==> src/rtl/if_pkg.sv <==
// Shared instruction field layout, decoded-field bundle and stage states
// for the fetch/decode stream and the stages that consume its output.
package if_pkg;

  localparam int IMM_BIT = 25;
  localparam int OPC_HI  = 24;
  localparam int OPC_LO  = 21;
  localparam int SF_BIT  = 20;
  localparam int RN_HI   = 19;
  localparam int RN_LO   = 16;
  localparam int RD_HI   = 15;
  localparam int RD_LO   = 12;
  localparam int SR_HI   = 11;
  localparam int SR_LO   = 4;
  localparam int SI_HI   = 11;
  localparam int SI_LO   = 8;
  localparam int RM_HI   = 3;
  localparam int RM_LO   = 0;
  localparam int IMM_HI  = 7;
  localparam int IMM_LO  = 0;

  // sft_reg, sft_imm and imm deliberately overlap; execute picks one
  typedef struct packed {
    logic       imm_or_reg;
    logic [3:0] op_code;
    logic       set_flags;
    logic [3:0] op_reg1;
    logic [3:0] dest;
    logic [7:0] sft_reg;
    logic [3:0] sft_imm;
    logic [3:0] op_reg2;
    logic [7:0] imm;
  } decoded_t;

  typedef enum logic {IDLE, RUN} state_t;

endpackage

==> src/rtl/instr_field_decode.sv <==
// Pure bit-slice decode of one instruction word into its operand fields.
module instr_field_decode
  import if_pkg::*;
#(
  parameter int WORD_W = 32
) (
  input  logic [WORD_W-1:0] word,
  output decoded_t          dec
);

  always_comb begin
    dec            = '0;
    dec.imm_or_reg = word[IMM_BIT];
    dec.op_code    = word[OPC_HI:OPC_LO];
    dec.set_flags  = word[SF_BIT];
    dec.op_reg1    = word[RN_HI:RN_LO];
    dec.dest       = word[RD_HI:RD_LO];
    dec.sft_reg    = word[SR_HI:SR_LO];
    dec.sft_imm    = word[SI_HI:SI_LO];
    dec.op_reg2    = word[RM_HI:RM_LO];
    dec.imm        = word[IMM_HI:IMM_LO];
  end

  // bits above the field map are reserved for wider encodings
  if (WORD_W > 26) begin : g_hi
    logic unused_hi;
    assign unused_hi = ^word[WORD_W-1:26];
  end

endmodule

==> src/rtl/if_decode_stream.sv <==
// Fetch/decode stage: loadable imem, self-incrementing PC with redirect,
// decoded fields presented through a one-entry valid/ready register.
module if_decode_stream
  import if_pkg::*;
#(
  parameter int WORD_W = 32,
  parameter int DEPTH  = 16,
  parameter int CNT_W  = 16,
  localparam int PC_W  = $clog2(DEPTH)
) (
  input  logic              clk,
  input  logic              rst,
  input  logic              imem_we,
  input  logic [PC_W-1:0]   imem_waddr,
  input  logic [WORD_W-1:0] imem_wdata,
  input  logic              run,
  input  logic              redirect_valid,
  input  logic [PC_W-1:0]   redirect_pc,
  input  logic              out_ready,
  output logic              out_valid,
  output logic [PC_W-1:0]   out_pc,
  output logic              imm_or_reg,
  output logic [3:0]        op_code,
  output logic              set_flags,
  output logic [3:0]        op_reg1,
  output logic [3:0]        dest,
  output logic [7:0]        sft_reg,
  output logic [3:0]        sft_imm,
  output logic [3:0]        op_reg2,
  output logic [7:0]        imm,
  output logic              busy,
  output logic [CNT_W-1:0]  instr_count
);

  if (WORD_W < 26) begin : g_chk_w
    $error("WORD_W must be at least 26");
  end
  if (DEPTH < 2 || (DEPTH & (DEPTH - 1)) != 0) begin : g_chk_d
    $error("DEPTH must be a power of two and at least 2");
  end

  logic [WORD_W-1:0] mem [DEPTH];
  logic [PC_W-1:0]   pc;
  state_t            state;
  decoded_t          dec_next, fields;
  logic              fetch, accept;

  // no reset on the array: program survives a stage reset
  always_ff @(posedge clk) begin
    if (imem_we) mem[imem_waddr] <= imem_wdata;
  end

  instr_field_decode #(.WORD_W(WORD_W)) u_dec (
    .word (mem[pc]),
    .dec  (dec_next)
  );

  assign fetch  = (state == RUN) && run && !redirect_valid && (!out_valid || out_ready);
  assign accept = out_valid && out_ready && !redirect_valid;

  always_ff @(posedge clk) begin
    if (!rst) begin
      state       <= IDLE;
      pc          <= '0;
      out_valid   <= 1'b0;
      out_pc      <= '0;
      fields      <= '0;
      instr_count <= '0;
    end else begin
      case (state)
        IDLE: if (run)  state <= RUN;
        RUN:  if (!run) state <= IDLE;
        default:        state <= IDLE;
      endcase

      if (redirect_valid) begin
        pc        <= redirect_pc;
        out_valid <= 1'b0;
      end else if (fetch) begin
        fields    <= dec_next;
        out_pc    <= pc;
        out_valid <= 1'b1;
        pc        <= pc + PC_W'(1);
      end else if (out_ready && out_valid) begin
        out_valid <= 1'b0;
      end

      if (accept && (instr_count != '1)) instr_count <= instr_count + CNT_W'(1);
    end
  end

  assign busy       = (state == RUN);
  assign imm_or_reg = fields.imm_or_reg;
  assign op_code    = fields.op_code;
  assign set_flags  = fields.set_flags;
  assign op_reg1    = fields.op_reg1;
  assign dest       = fields.dest;
  assign sft_reg    = fields.sft_reg;
  assign sft_imm    = fields.sft_imm;
  assign op_reg2    = fields.op_reg2;
  assign imm        = fields.imm;

endmodule
==> config.mk <==
export PLATFORM = sky130hd
export DESIGN_NAME = if_decode_stream
export DESIGN_NICKNAME = d
export VERILOG_FILES = /design/src/rtl/if_pkg.sv /design/src/rtl/instr_field_decode.sv /design/src/rtl/if_decode_stream.sv
export SDC_FILE = /design/constraint.sdc
export NUM_CORES = 1
export LEC_CHECK = 0
export CAP_MARGIN = 20
export CELL_PAD_IN_SITES_DETAIL_PLACEMENT = 1
export CELL_PAD_IN_SITES_GLOBAL_PLACEMENT = 1
export CORE_MARGIN = 4
export CORE_UTILIZATION = 50
export DETAILED_ROUTE_END_ITERATION = 10
export PLACE_DENSITY = 0.76
export REMOVE_ABC_BUFFERS = 1
export SYNTH_ARGS = -nofsm -noshare
export SYNTH_HDL_FRONTEND = slang
export SYNTH_SLANG_ARGS = --single-unit
export TNS_END_PERCENT = 50
==> constraint.sdc <==
create_clock -name clk -period 4.66 [get_ports clk]
set_clock_uncertainty 0.15 [all_clocks]
set_input_delay 0.932 -clock clk [delete_from_list [all_inputs] [get_ports clk]]
set_output_delay 0.932 -clock clk [all_outputs]
set_load 0.05 [all_outputs]
==> results of run 1 <==
## per-stage QoR
step / cell area (sq um) / setup WS (ns) / total power, mW
2_1_floorplan: 17800 / -1.68 / 5.16
3_3_place_gp: 19700 / 0.995 / 5.33
3_5_place_dp: 19700 / 0.983 / 5.36
4_1_cts: 21300 / 1.53 / 9.08
5_1_grt: 21300 / 1.34 / 9.33
6_report: 21300 / 1.51 / 9.01
## worst paths after layout
path / start / end / slack (ns)
min reg2reg: op_code[1] / op_code[1] / 0.34
max: run / dest[2] / 1.51
min: op_code[1] / op_code[1] / 0.34
max reg2reg: register / sft_reg[1] / 1.90
## Yosys cell counts, types with 4 or more instances
| master | count | area (sq um) |
|---|---|---|
| sky130_fd_sc_hd__a211oi_1 | 6 | 45.0 |
| sky130_fd_sc_hd__a21oi_1 | 13 | 65.1 |
| sky130_fd_sc_hd__a22oi_1 | 26 | 195 |
| sky130_fd_sc_hd__a32oi_1 | 17 | 149 |
| sky130_fd_sc_hd__buf_2 | 9 | 45.0 |
| sky130_fd_sc_hd__buf_4 | 17 | 128 |
| sky130_fd_sc_hd__buf_6 | 14 | 158 |
| sky130_fd_sc_hd__clkbuf_1 | 14 | 52.6 |
| sky130_fd_sc_hd__dfxtp_1 | 56 | 1120 |
| sky130_fd_sc_hd__edfxtp_1 | 416 | 12500 |
| sky130_fd_sc_hd__mux2i_1 | 82 | 821 |
| sky130_fd_sc_hd__mux4_1 | 11 | 289 |
| sky130_fd_sc_hd__mux4_2 | 67 | 1510 |
| sky130_fd_sc_hd__nand2_1 | 19 | 71.3 |
| sky130_fd_sc_hd__nand2b_1 | 20 | 125 |
| sky130_fd_sc_hd__nand3_1 | 7 | 35.0 |
| sky130_fd_sc_hd__nand4_1 | 7 | 43.8 |
| sky130_fd_sc_hd__nor2_1 | 22 | 82.6 |
| sky130_fd_sc_hd__nor3_1 | 7 | 35.0 |
| sky130_fd_sc_hd__o211ai_1 | 19 | 143 |
| sky130_fd_sc_hd__o21ai_0 | 16 | 80.1 |
| sky130_fd_sc_hd__o21ai_1 | 8 | 40.0 |
| sky130_fd_sc_hd__o31ai_1 | 7 | 52.6 |
| sky130_fd_sc_hd__or3_1 | 8 | 50.1 |
| sky130_fd_sc_hd__or4_1 | 4 | 30.0 |
## cell families after synthesis
group / share of synthesized area (%)
flip-flops: 74.5
multiplexers: 14.3
AND/OR/NAND/NOR: 3.57
XOR/XNOR: 0.144
adder cells (fa/ha/maj): 0.137
buffers and inverters: 2.57
AO/OA/AOI/OAI: 4.71
## worst register-to-register path, stage by stage (launching register included)
cell,delay [ns]
sky130_fd_sc_hd__dfxtp_4,0.71
sky130_fd_sc_hd__nor2b_2,1.05
sky130_fd_sc_hd__a22oi_1,0.27
sky130_fd_sc_hd__a32oi_1,0.30
sky130_fd_sc_hd__o21ai_0,0.14
## power groups by stage
stage                     logic, mW  clock network [mW]  registers [mW]
after global placement        0.504                   0            4.83
after detailed placement      0.523                   0            4.84
after floorplan               0.269                   0            4.89
final                         0.527                3.73            4.75
after global routing          0.565                4.01            4.76
after CTS                     0.529                3.80            4.75
## area by class of cell
cell class	count	area [sq um]	area share, %
clock buffer	60	1290	6.05
clock inverter	29	241	1.13
inverter	3	11.3	0.0529
multi-input combinational	401	4300	20.2
sequential	472	13600	64.0
tap	461	577	2.71
timing repair buffer	130	1240	5.84
## metal layers
metal  track usage [%]  share of wire (%)  vias up
met2              36.7                 50      331
met5                 0              0.091        -
li1                  -                  -     4104
met1              31.3                 42     5102
met3              3.49                5.9       65
met4              4.74                1.8        4
==> flow_results.org, run 1 <==
** Drt
- Count of vias placed by the detailed router :: 9606
- The final layout contains routed wiring with a total length of 43000 microns.
- After the first detailed-routing iteration, the DRC count stood at 899.
- Dividing the detail-routed wire length by the instance count gives 27.6 microns.
- Post-route DRC :: 0
- Once detail routing completed, the nets flagged for antenna violations numbered 0.
- Dividing the detail-routed via count by the number of cells gives 6.17.
- Before antenna repair, the detailed router went through 5 iterations.

** Synthesis
- In this run the cell area of the synthesized design comes to 0.0183 sq mm.
- Synthesis handed over a netlist of 936 instances.
- Main synth FF type :: sky130_fd_sc_hd__edfxtp_1
- Avg Cell Area, Syn :: 19.5 sq um
- Unique masters post-synth :: 51
- Number of warnings reported in the yosys synthesis log :: 0
- Number of enable flip-flop cells after synthesis :: 416
- Fraction of registers with async set/reset :: 0%
- Sequential cells were found to cover 74.5% of the synthesized design area.
- Counting flops and latches in the post-synthesis netlist gives 472.

** Finish
- The library cell used most frequently in the layout, excluding fill and tap cells, is sky130_fd_sc_hd__edfxtp_1.
- Leaving out filler cells and counting taps, the final layout contains 1556.
- The register with the most flip-flops in the layout has 416 of them.
- Layout cells sized above 1 :: 17.4%
- Antenna Cells :: 0
- Area growth from synthesis to layout :: 16.5%
- Most frequent cells in the layout :: sky130_fd_sc_hd__edfxtp_1, sky130_fd_sc_hd__clkdlybuf4s50_1, sky130_fd_sc_hd__mux2i_1
- The final layout contains 1104 nets.
- Fill count :: 3085
- Utilization after layout :: 59.4%

** Setup path
- Worst-path fanout max :: 21
- Data on the critical path is required at its endpoint by 4.99 ns.
- Number of buffers and inverters on the critical path :: 2
- Counting buffers and inverters, the worst setup path is 6 cells deep.
- Cell with the largest stage delay on the worst path :: sky130_fd_sc_hd__nand4_2
- The worst setup path is launched from a primary input.
- Crit-path max cell delay :: 0.88 ns
- STA classifies the critical path endpoint as a register.
- Crit path cell chain :: clkdlybuf4s50_1 > nand2_1 > nor2_1 > nand4_2 > buf_4 > o21ai_0
- Endpoint arrival time on the critical path :: 3.48 ns
- The critical path is of the in2reg type.
- R2R depth :: 4
- Cell class contributing the biggest share of worst-path delay :: simple AND/OR/NAND/NOR gates

** Timing
- For this run, the top clock speed supported by timing is 317 MHz.
- The worst pin sits at a relative slew slack of 23.0%.
- The final count of pins violating max slew came to 0.
- Final number of hold-violating endpoints :: 0
- Final number of setup-violating endpoints :: 0
- At the pin with the least slew margin, the transition time is 1.15 ns.
- The tightest hold path in the finished design has a slack of 0.336 ns.
- Setup Total Neg Slack :: 0 ns
- Minimum period implied by the final worst setup slack :: 3.15 ns
- Dividing the final minimum period by the clock period gives 67.7%.
- RSZ-0062 raised after global routing :: no

** Placement
- Input and output buffers added on the ports amount to 99.
- Half-perimeter wire length of the detailed placement result :: 24200 microns
- Once placement completed, the tool counted placed cells totaling 1466.
- At the end of routability-driven placement, the weighted congestion stood at 0.709.

** CTS
- Clock tree synthesis inserted a total of 48 buffers.
- The clock tree synthesis step divided the H-tree into 2 levels.
- Clock tree from TritonCTS :: done
- For this design, the CTS-stage hold fixing added 0 buffers.
- Worst-Skew Late Latency :: 0.56 ns
- Sinks on the clock net :: 472
- After clock tree synthesis, the setup repair step added 0 buffers.
- Clock-pin slew reported for the worst setup and hold paths after clock tree synthesis :: 0.06 ns
- Maximum root-to-sink buffer count :: 3
- The root buffer cell chosen for the clock tree is sky130_fd_sc_hd__clkbuf_16.
- Post_cts resized :: 0

** Job
- Across the run, the number of max-cap violations was 0.

** Global routing
- Global routing consumed, over all layers together, 22.0% of the routing resources.
- The number of antenna violations at the first check in global routing is 2.
- Entering global routing, the biggest net connects 54 pins.
- Number of global-route vias before repair :: 10.3k
- Total global routing overflow :: 0
- Global-route wire length before repair :: 64900 microns

** Floorplanning
- Die width :: 199 microns
- From bottom edge to top edge, the die measures 199 microns.
- The floorplan has 69 rows.
- The die covers 0.0397 sq mm.
- Once the floorplan was initialized, standard cells occupied 51.0% of the core.
- After floorplanning, the core was sized to cover 0.0358 sq mm.
- Count of boundary I/O pins :: 106

** Power and ir drop
- Fraction of power consumed by the clock network :: 41.5%
- Leak :: 6.63 nW
- Combinational logic burns 5.9% of the power.
- Of the total power, registers draw 52.7%.
- In this run switching power makes up 21.3% of total power.
- Highest ir drop seen on vdd :: 0.298 mV
- The internal power of the cells totals 7.09 mW.
- Net switching power figure :: 1.92 mW
- For this design the ratio of total power to cell area is 423 mW/mm^2.

** Worst hold path
- The tightest min-delay check is of the reg2reg type.
- Cell depth of the worst min-delay path :: 2

** Status
- Status :: finished, final reports clean
(Power assumes the default switching activity.)
==> run 2, diff against run 1 <==
clock period = 3 ns   (was 4.66 ns; I/O delays follow)
==> run 2 against run 1 <==
Clock power is 64% higher. Total power is 59% higher. Sequential share of layout area is 1.3 points lower. Global-route usage is 0.15 points higher. Via count is 0.32% lower. Critical path depth is 5 lower. Sequential cell count stayed put. Utilization is 1.3 points higher. Critical path type is now reg2out. Highest routed layer is now met4.
==> flow_results.org, run 2 (synthesis gave the netlist of run 1 again) <==
** Status
- Status :: finished, final reports clean

** Global routing
- Global-route wire length before repair :: 64900 microns (about the same)
- The number of antenna violations at the first check in global routing is 1 (-1).
- The number of global-route vias before repair was 10.3k (-0.16%).
- The overall global routing resource usage is 22.2% (+0.15 points).
- Total global routing overflow :: 0 (unchanged)
- The largest net degree at the start of global routing is 45 (-17%).

** Worst hold path
- The startpoint identified for the worst hold timing path is out_pc[2].
- The number of cells on the worst hold path came to 2 (unchanged).
- Class of the most critical hold timing path :: reg2reg
- The worst hold path terminates at out_pc[2].

** Drt
- Routed WL per cell :: 27.5 microns (-0.26%)
- Number of detailed-routing iterations run before antenna repair :: 7 (+2)
- The total wire length after detailed routing was 43300 microns (+0.70%).
- The number of DRC violations after detailed routing came to 0 (unchanged).
- DRC violation total after the first TritonRoute iteration :: 833 (-7.3%)
- Vias per Instance :: 6.09 (-1.3%)
- Antenna viol nets, final :: 0 (unchanged)
- Count of vias placed by the detailed router :: 9575 (-0.32%)

** Floorplanning
- The effective utilization at floorplan is 51.0% (unchanged).
- The standard cell core area came to 0.0358 sq mm (unchanged).
- Die width :: 199 microns (unchanged)
- The total die area was 0.0397 sq mm (unchanged).
- The number of core rows is 69 (unchanged).
- The number of primary I/O pins is 106 (unchanged).
- The die boundary height came to 199 microns (unchanged).

** Finish
- Layout cells sized above 1 :: 19.6% (+2.2 points)
- The net count reported at finish is 1118 (+1.3%).
- The final instance area was 0.0217 sq mm (+2.1%).
- Fill count :: 3089 (+0.13%)
- The sequential standard cell area came to 0.0136 sq mm (unchanged).
- The non-filler instance count after layout is 1571 (+0.96%).
- The library cells used most frequently in the layout, excluding fill and tap cells, are sky130_fd_sc_hd__edfxtp_1, sky130_fd_sc_hd__clkdlybuf4s50_1, sky130_fd_sc_hd__mux2i_1.
- The multi-input gate area in the final layout was 0.00430 sq mm (unchanged).
- Most frequent standard cell in the layout excluding fill and tap cells :: sky130_fd_sc_hd__edfxtp_1
- Area growth from synthesis to layout :: 19.0%
- The number of flip-flops under the largest register name was 416 (unchanged).

** CTS
- Total of hold buffers inserted after clock tree synthesis :: 0 (unchanged)
- TritonCTS built the clock tree.
- The maximum level of the CTS H-tree came to 2 (unchanged).
- Postcts setup bufs :: 0 (unchanged)
- Post_cts resized :: 0 (unchanged)
- The root buffer cell chosen for the clock tree is sky130_fd_sc_hd__clkbuf_16.
- The number of buffers created by CTS was 47 (-2.1%).
- Clock-pin slew reported for the worst setup and hold paths after clock tree synthesis :: 0.06 ns (about the same)
- The CTS sink count came to 472 (unchanged).
- Maximum root-to-sink buffer count :: 3 (unchanged)
- Worst-Skew Late Latency :: 0.57 ns (about the same)

** Setup path
- R2r setup slk :: 0.65 ns (-1.25 ns)
- The data required time of the critical path is 2.25 ns (-2.74 ns).
- The number of cells on the critical path is 1 (-5).
- Crit path cell chain :: clkdlybuf4s50_1
- Worst-path fanout max :: 8 (-62%)
- The critical path's largest stage delay came to 0.86 ns (-0.02 ns).
- For this design, the slowest cell found on the critical path is sky130_fd_sc_hd__clkdlybuf4s50_1.
- Kind of start point of the critical path :: register
- Category of the most critical setup path :: reg2out
- The worst reg-to-reg path cell count was 7 (+3).
- Endpoint arrival time on the critical path :: 1.91 ns (-1.57 ns)
- Number of buffers and inverters on the critical path :: 1 (-1)
- STA classifies the critical path endpoint as an output pin.
- Cell class contributing the biggest share of worst-path delay :: buffers and inverters
- Reg-to-Reg End :: sft_reg[6]

** Timing
- Setup Total Neg Slack :: 0 ns (unchanged)
- Relative slew slack :: 44.8% (+22 points)
- Ratio of final minimum period to clock period :: 88.8%
- Number of max-slew violations in the final report :: 0 (unchanged)
- Minimum period implied by the final worst setup slack :: 2.66 ns
- Final number of hold-violating endpoints :: 0 (unchanged)
- RSZ-0062 raised after global routing :: no
- The number of setup violations in the final report is 0 (unchanged).
- Based on the critical path, the design can be clocked at up to 376 MHz.
- The slew at the pin closest to its max-slew limit was 0.827 ns (-0.322 ns).
- The worst slack on hold paths is 0.362 ns (+0.0260 ns).

** Power and ir drop
- The power density over the cells came to 660 mW/mm^2 (+56%).
- Highest ir drop seen on vdd :: 0.558 mV (+87%)
- The cell leakage power is 6.80 nW (+2.6%).

** Placement
- Number of I/O port buffers :: 99 (unchanged)
- Final Wtd Congestion :: 0.732 (+3.2%)
- Area of placed instances :: 0.0201 sq mm (+1.8%)
- Half-perimeter wire length of the detailed placement result :: 24100 microns (-0.50%)
- The number of cells after detailed placement came to 1482 (+1.1%).

** Job
- The number of max-capacitance violations reported is 0 (unchanged).
==> run 2: power breakdown <==
part / internal, mW / switching [mW] / leakage (nW)
registers: 7.28 / 0.0799 / 4.21
clock network: 3.67 / 2.46 / 0.786
logic: 0.373 / 0.487 / 1.80
==> run 2: through the flow <==
step                power (mW)  setup slack, ns  util [%]
CTS                       14.5            0.313      60.6
detailed placement        8.36           0.0641      56.1
global route              14.8            0.270      60.6
finish                    14.4            0.337      60.6
floorplan                 8.02            -3.34         -
global placement          8.32            0.224      56.1
==> run 2: worst max path at each step <==
stage,startpoint,slack [ns],endpoint
finish,instr_count[8],0.34,instr_count[8]
CTS,instr_count[8],0.31,instr_count[8]
floorplan,register,-3.34,sft_reg[7]
global route,instr_count[8],0.27,instr_count[8]
global placement,out_ready,0.22,sft_reg[4]
detailed placement,out_ready,0.06,sft_reg[1]
==> run 2: layout make-up <==
class	instances	share of cell area (%)
Antenna cell	1	0.0115
Clock buffer	60	5.97
Clock inverter	28	1.55
Inverter	3	0.0518
Multi-Input combinational cell	401	19.8
Sequential cell	472	62.7
Tap cell	461	2.65
Timing Repair Buffer	145	7.30
==> run 2: metal layers <==
| metal | vias up | wire [microns] | global-route usage (%) |
|---|---|---|---|
| met5 | - | 0 | 0 |
| met4 | 0 | 744 | 5.80 |
| met3 | 48 | 2440 | 3.95 |
| met2 | 313 | 21700 | 36.7 |
| met1 | 5070 | 18400 | 31.0 |
| li1 | 4144 | - | - |
